### config.mk
export PLATFORM = sky130hd
export DESIGN_NAME = lsu_misalign
export DESIGN_NICKNAME = d
export VERILOG_FILES = /design/src/rtl/lsu_pkg.sv /design/src/rtl/load_align.sv /design/src/rtl/lsu_misalign.sv
export SDC_FILE = /design/constraint.sdc
export NUM_CORES = 1
export LEC_CHECK = 0
export ABC_CLOCK_PERIOD_IN_PS = 5400
export BUFFER_PORTS_ARGS = -buffer_cell sky130_fd_sc_hd__buf_2
export CORE_UTILIZATION = 39
export DETAILED_ROUTE_END_ITERATION = 10
export GPL_TIMING_DRIVEN = 0
export HOLD_SLACK_MARGIN = 0.08
export PLACE_DENSITY = 0.58
export SLEW_MARGIN = 15
export SYNTH_ARGS = -nofsm -noshare
export SYNTH_HDL_FRONTEND = slang
export SYNTH_HIERARCHICAL = 1
export SYNTH_SLANG_ARGS = --single-unit
### constraint.sdc
create_clock -name clk -period 5.4 [get_ports clk]
set_input_delay 0 -clock clk [delete_from_list [all_inputs] [get_ports clk]]
set_output_delay 0 -clock clk [all_outputs]
set_load 0.02 [all_outputs]
### src/rtl/lsu_pkg.sv
// Shared types and helpers for the misalignment-splitting load/store unit.
package lsu_pkg;

  typedef enum logic [1:0] {
    IDLE   = 2'd0,
    ACCESS = 2'd1,
    RESP   = 2'd2
  } state_e;

  localparam logic [2:0] F3_B  = 3'b000;
  localparam logic [2:0] F3_H  = 3'b001;
  localparam logic [2:0] F3_W  = 3'b010;
  localparam logic [2:0] F3_BU = 3'b100;
  localparam logic [2:0] F3_HU = 3'b101;

  // Access size in bytes for a load/store funct3; 0 marks an illegal encoding.
  function automatic logic [2:0] f3_size(input logic [2:0] funct3);
    logic [2:0] size;
    case (funct3)
      F3_B, F3_BU: size = 3'd1;
      F3_H, F3_HU: size = 3'd2;
      F3_W:        size = 3'd4;
      default:     size = 3'd0;
    endcase
    return size;
  endfunction

endpackage

### src/rtl/load_align.sv
// Extracts a byte/half/word from a {hi,lo} word pair at a byte offset and
// sign- or zero-extends it according to the load funct3.
module load_align
  import lsu_pkg::*;
(
  input  logic [63:0] word_pair_i,
  input  logic [1:0]  offset_i,
  input  logic [2:0]  funct3_i,
  output logic [31:0] data_o
);

  logic [5:0]  base_s;
  logic [31:0] window_s;

  assign base_s   = {1'b0, offset_i, 3'b000};
  assign window_s = word_pair_i[base_s +: 32];

  // Apply the extension rule selected by funct3.
  always_comb begin
    case (funct3_i)
      F3_B:    data_o = {{24{window_s[7]}}, window_s[7:0]};
      F3_BU:   data_o = {24'd0, window_s[7:0]};
      F3_H:    data_o = {{16{window_s[15]}}, window_s[15:0]};
      F3_HU:   data_o = {16'd0, window_s[15:0]};
      F3_W:    data_o = window_s;
      default: data_o = 32'd0;
    endcase
  end

endmodule

### src/rtl/lsu_misalign.sv
// Load/store unit: one request at a time, splits word-crossing loads into two
// aligned word reads and misaligned stores into per-byte SB writes.
module lsu_misalign
  import lsu_pkg::*;
(
  input  logic        clk,
  input  logic        reset,
  input  logic        req_valid,
  output logic        req_ready,
  input  logic        req_we,
  input  logic [2:0]  req_funct3,
  input  logic [31:0] req_addr,
  input  logic [31:0] req_wdata,
  output logic        resp_valid,
  output logic [31:0] resp_rdata,
  output logic        resp_err,
  output logic        mem_we,
  output logic [31:0] mem_a,
  output logic [31:0] mem_wd,
  output logic [2:0]  mem_funct3,
  input  logic [31:0] mem_rd
);

  state_e      state_q, state_d;
  logic [1:0]  idx_q, idx_d;
  logic [31:0] addr_q, wdata_q, lo_q, lo_d, rdata_q, rdata_d;
  logic [2:0]  f3_q, size_q;
  logic        we_q, err_q, err_d;

  logic [2:0]  req_size_s, end_s, last_idx_s;
  logic        split_s, mis_s, last_s;
  logic [31:0] word_addr_s, load_data_s, byte_shift_s;
  logic [63:0] pair_s;

  assign req_size_s   = f3_size(req_funct3);
  assign end_s        = {1'b0, addr_q[1:0]} + size_q;
  assign split_s      = !we_q && (end_s > 3'd4);
  assign mis_s        = we_q && (((size_q == 3'd2) && addr_q[0]) ||
                                 ((size_q == 3'd4) && (addr_q[1:0] != 2'd0)));
  assign last_idx_s   = split_s ? 3'd1 : (mis_s ? (size_q - 3'd1) : 3'd0);
  assign last_s       = ({1'b0, idx_q} == last_idx_s);
  assign word_addr_s  = {addr_q[31:2], 2'b00};
  assign byte_shift_s = wdata_q >> {idx_q, 3'b000};
  assign pair_s       = split_s ? {mem_rd, lo_q} : {32'd0, mem_rd};

  load_align u_align (
    .word_pair_i (pair_s),
    .offset_i    (addr_q[1:0]),
    .funct3_i    (f3_q),
    .data_o      (load_data_s)
  );

  assign req_ready  = (state_q == IDLE);
  assign resp_valid = (state_q == RESP);
  assign resp_rdata = rdata_q;
  assign resp_err   = err_q;

  // Next-state sequencing and the memory command for the current ACCESS step.
  always_comb begin
    state_d    = state_q;
    idx_d      = idx_q;
    lo_d       = lo_q;
    rdata_d    = rdata_q;
    err_d      = err_q;
    mem_we     = 1'b0;
    mem_a      = 32'd0;
    mem_wd     = 32'd0;
    mem_funct3 = 3'b000;
    case (state_q)
      IDLE: begin
        if (req_valid) begin
          idx_d   = 2'd0;
          rdata_d = 32'd0;
          err_d   = (req_size_s == 3'd0);
          state_d = (req_size_s == 3'd0) ? RESP : ACCESS;
        end else begin
          state_d = IDLE;
        end
      end
      ACCESS: begin
        if (we_q) begin
          mem_we = 1'b1;
          if (mis_s) begin
            mem_a      = addr_q + {30'd0, idx_q};
            mem_wd     = {24'd0, byte_shift_s[7:0]};
            mem_funct3 = F3_B;
          end else begin
            mem_a      = addr_q;
            mem_wd     = wdata_q;
            mem_funct3 = f3_q;
          end
        end else if (split_s) begin
          mem_a      = (idx_q == 2'd0) ? word_addr_s : (word_addr_s + 32'd4);
          mem_funct3 = F3_W;
          if (idx_q == 2'd0) begin
            lo_d = mem_rd;
          end else begin
            lo_d = lo_q;
          end
        end else begin
          mem_a      = addr_q;
          mem_funct3 = f3_q;
        end
        if (last_s) begin
          state_d = RESP;
          rdata_d = we_q ? 32'd0 : load_data_s;
        end else begin
          idx_d = idx_q + 2'd1;
        end
      end
      RESP: begin
        state_d = IDLE;
      end
      default: begin
        state_d = IDLE;
      end
    endcase
  end

  // State, step index, captured low word and response registers.
  always_ff @(posedge clk or posedge reset) begin
    if (reset) begin
      state_q <= IDLE;
      idx_q   <= 2'd0;
      lo_q    <= 32'd0;
      rdata_q <= 32'd0;
      err_q   <= 1'b0;
    end else begin
      state_q <= state_d;
      idx_q   <= idx_d;
      lo_q    <= lo_d;
      rdata_q <= rdata_d;
      err_q   <= err_d;
    end
  end

  // Request fields are captured only on the accepting handshake.
  always_ff @(posedge clk or posedge reset) begin
    if (reset) begin
      addr_q  <= 32'd0;
      wdata_q <= 32'd0;
      f3_q    <= 3'b000;
      we_q    <= 1'b0;
      size_q  <= 3'd0;
    end else if (req_valid && req_ready) begin
      addr_q  <= req_addr;
      wdata_q <= req_wdata;
      f3_q    <= req_funct3;
      we_q    <= req_we;
      size_q  <= req_size_s;
    end
  end

endmodule

==> metrics.md <==
| Metric | Value |
|---|---|
| Vias per std cell | `5.19` |
| Setup TNS | `0 ns` |
| Crit-path cells | `ha_1 > inv_1 > fa_1 > nor2b_1 > nor3_4 > clkbuf_1 > mux2_2 > mux2_2 > o211ai_1 > buf_2 > a31oi_1 > nand2_1 > mux2i_1` |
| Dominant delay contributor by cell family on the critical path | `buffers and inverters` |
| Met2 WL | `12.7 mm` |
| Critical path type | `flip-flop to flip-flop` |
| WL per Instance | `17.8 um` |
| CTS buffer count | `17` |
| Top Layer Used | `met4` |
| Iteration-0 DRC Markers | `438` |
| Slew @ Worst Pin | `0.913 ns` |
| Static Leak | `5.50 nW` |
| FF/Latch Area | `0.00350 mm2` |
| Die Ht | `153 um` |
| Root Buffer | `clkbuf_16` |
| ANT nets after route | `0` |
| Wire length on met1 | `11.4 mm` |
| Setup Fix Bufs, Post-CTS | `0` |
| FF-to-FF Start | `addr_q[0]` |
| Placed inst area | `0.0104 mm2` |
| N_diodes | `0` |
| Max-Cap Viols | `0` |
| Synthesized area | `0.00895 mm2` |
| Status | `complete, no violations` |
| Fraction of layout cells with a size suffix above 1 | `0.391` |
| Multi-input gate area | `0.00510 mm2` |
| Fillers | `2,084` |
| Hpwl dp | `18.9 mm` |
| RSZ-0062 raised after global routing | `false` |
| CTS sink count | `140` |
| Grt total ovfl | `0` |
| Starting Density | `0.397` |
| Vias in the first global route | `7,376` |
| Worst hold slack | `0.115 ns` |
| Area Growth Syn to Fin | `33.9%` |
| Cells after Synth | `821` |
| GP Congestion | `0.864` |
| Slowest stage cell, crit path | `dfrtp_1` |
| Port bufs | `205` |
| Fmax achieved | `236 MHz` |
| First-pass GRT wire length | `40.6 mm` |
| Slew Viols, Final | `0` |
| Dpl ws | `1.23 ns` |
| Worst relative slew slack | `0.386` |
| DRC | `0` |
| Layout Nets | `1,262` |
| WP data arrival | `4.55 ns` |
| Worst-path maximum fanout | `10` |
| Hold Crit Class | `input pin to async pin` |
| Tcrit/Tclk final | `0.786` |
| Minimum clock period | `4.25 ns` |
| Yosys warning count | `6` |
| Core Region | `0.0226 mm2` |
| H-Tree Depth | `4` |
| Placed insts | `1,312` |
| Initial antenna violation count | `0` |
| Worst setup margin | `1.15 ns` |
| Most frequent CP cell | `mux2_2` |
| Final Hold Vio Count | `0` |
| Post-route insts no fill | `1,447` |
| First-pass detailed-route iteration total | `5` |
| Final Core Density | `0.531` |
| CTS tree | `done` |
| Buf/Inv on CP | `3` |
| Core Rows | `55` |
| Via count | `7,512` |
| Max IR drop VDD | `0.224 mV` |
| Crit end category | `flip-flop` |
| WL final | `25.8 mm` |
| Syn_nets | `934` |
| Register clock-pin slew on the reported worst setup and hold paths | `0.07 ns` |
| Ports | `206` |
| Longest Clk Path Bufs | `2` |
| Delay of the slowest cell on the worst path | `0.61 ns` |
| Die width | `153 um` |
| Worst setup path startpoint | `addr_q[0]` |
| Total routing usage reported by global routing | `0.223` |
| Post-route cell area | `0.0120 mm2` |
| Power after layout | `6.59 mW` |
| Clock skew | `0.00892 ns` |
| Avg Cell Area, Syn | `10.9 um2` |
| Clk_lat worst skew | `0.42 ns` |
| DR WL met3 | `1.19 mm` |
| PD cells | `550 mW/mm2` |
| Final setup viols | `0` |
| Crit start category | `flip-flop` |
| Largest net degree at the start of global routing | `97` |
| Crit path required time | `5.71 ns` |
| Die area | `0.0236 mm2` |
-- report_power, final --
| group | switching (mW) | internal, mW | leakage, nW |
|---|---|---|---|
| Clock | 0.485 | 0.693 | 0.278 |
| Sequential | 0.393 | 1.50 | 1.76 |
| Combinational | 1.89 | 1.63 | 3.47 |
| Total | 2.76 | 3.83 | 5.50 |
-- cell type report --
cell class,instances,area share
well taps,285,0.0298
inverters,14,0.00501
clock buffers,18,0.0367
multi-input cells,608,0.426
clock inverters,14,0.0121
flip-flops and latches,140,0.292
plain buffers,59,0.0242
repair buffers,309,0.174
-- worst reg2reg max path: stages, from the launching register on --
cell	delay (ns)
dfrtp_1	0.61
ha_1	0.22
inv_1	0.05
fa_1	0.42
nor2b_1	0.21
nor3_4	0.45
clkbuf_1	0.55
mux2_2	0.46
mux2_2	0.29
o211ai_1	0.28
buf_2	0.31
a31oi_1	0.11
nand2_1	0.11
mux2i_1	0.07
-- registers in the layout, summed over array words and instances (netlist names) --
register and count:
addr_q 32, f3_q 3, idx_q 2, lo_q 32, resp_err 1, resp_rdata 32
size_q 3, state_q 2, wdata_q 32, we_q 1
-- layer usage --
metal,GRT usage,vias up
li1,-,3630
met1,0.286,3658
met2,0.381,202
met3,0.0445,22
met4,0.0619,0
met5,0,-
-- timing repair --
action | 4_1_cts | 5_1_grt
hold buffers | 103 | 0
resized for setup | 0 | 0
hold endpoints to repair | 246 | 0
-- cell usage in the layout, fill, tap and decap left out, drive strengths merged, types with 3 or more instances in the layout --
master,count
ha,8
nor2b,14
buf,229
a21oi,36
nor2,31
nand4,5
dfrtp,140
clkinvlp,4
nor3,6
clkinv,6
xor2,6
nand2,110
mux2,135
a31oi,17
mux4,40
mux2i,36
or3,16
o21a,3
o211ai,4
nand2b,3
clkbuf,54
inv,16
o31ai,8
nand3,7
and3,7
dlygate4sd3,103
o21ai,35
and2,50
or4,7
nor4,3
-- worst paths after layout --
path | endpoint | slack (ns) | cells past startpoint
worst min-delay path | addr_q[18] | 0.12 | 3
min in group clk | addr_q[16] | 0.34 | 3
worst min register to register | lo_q[23] | 0.48 | 1
max in group asynchronous | wdata_q[20] | 4.46 | 4
worst max-delay path | resp_rdata[30] | 1.15 | 13
worst max register to register | resp_rdata[30] | 1.15 | 13
Power figures use the tool's default switching activity.
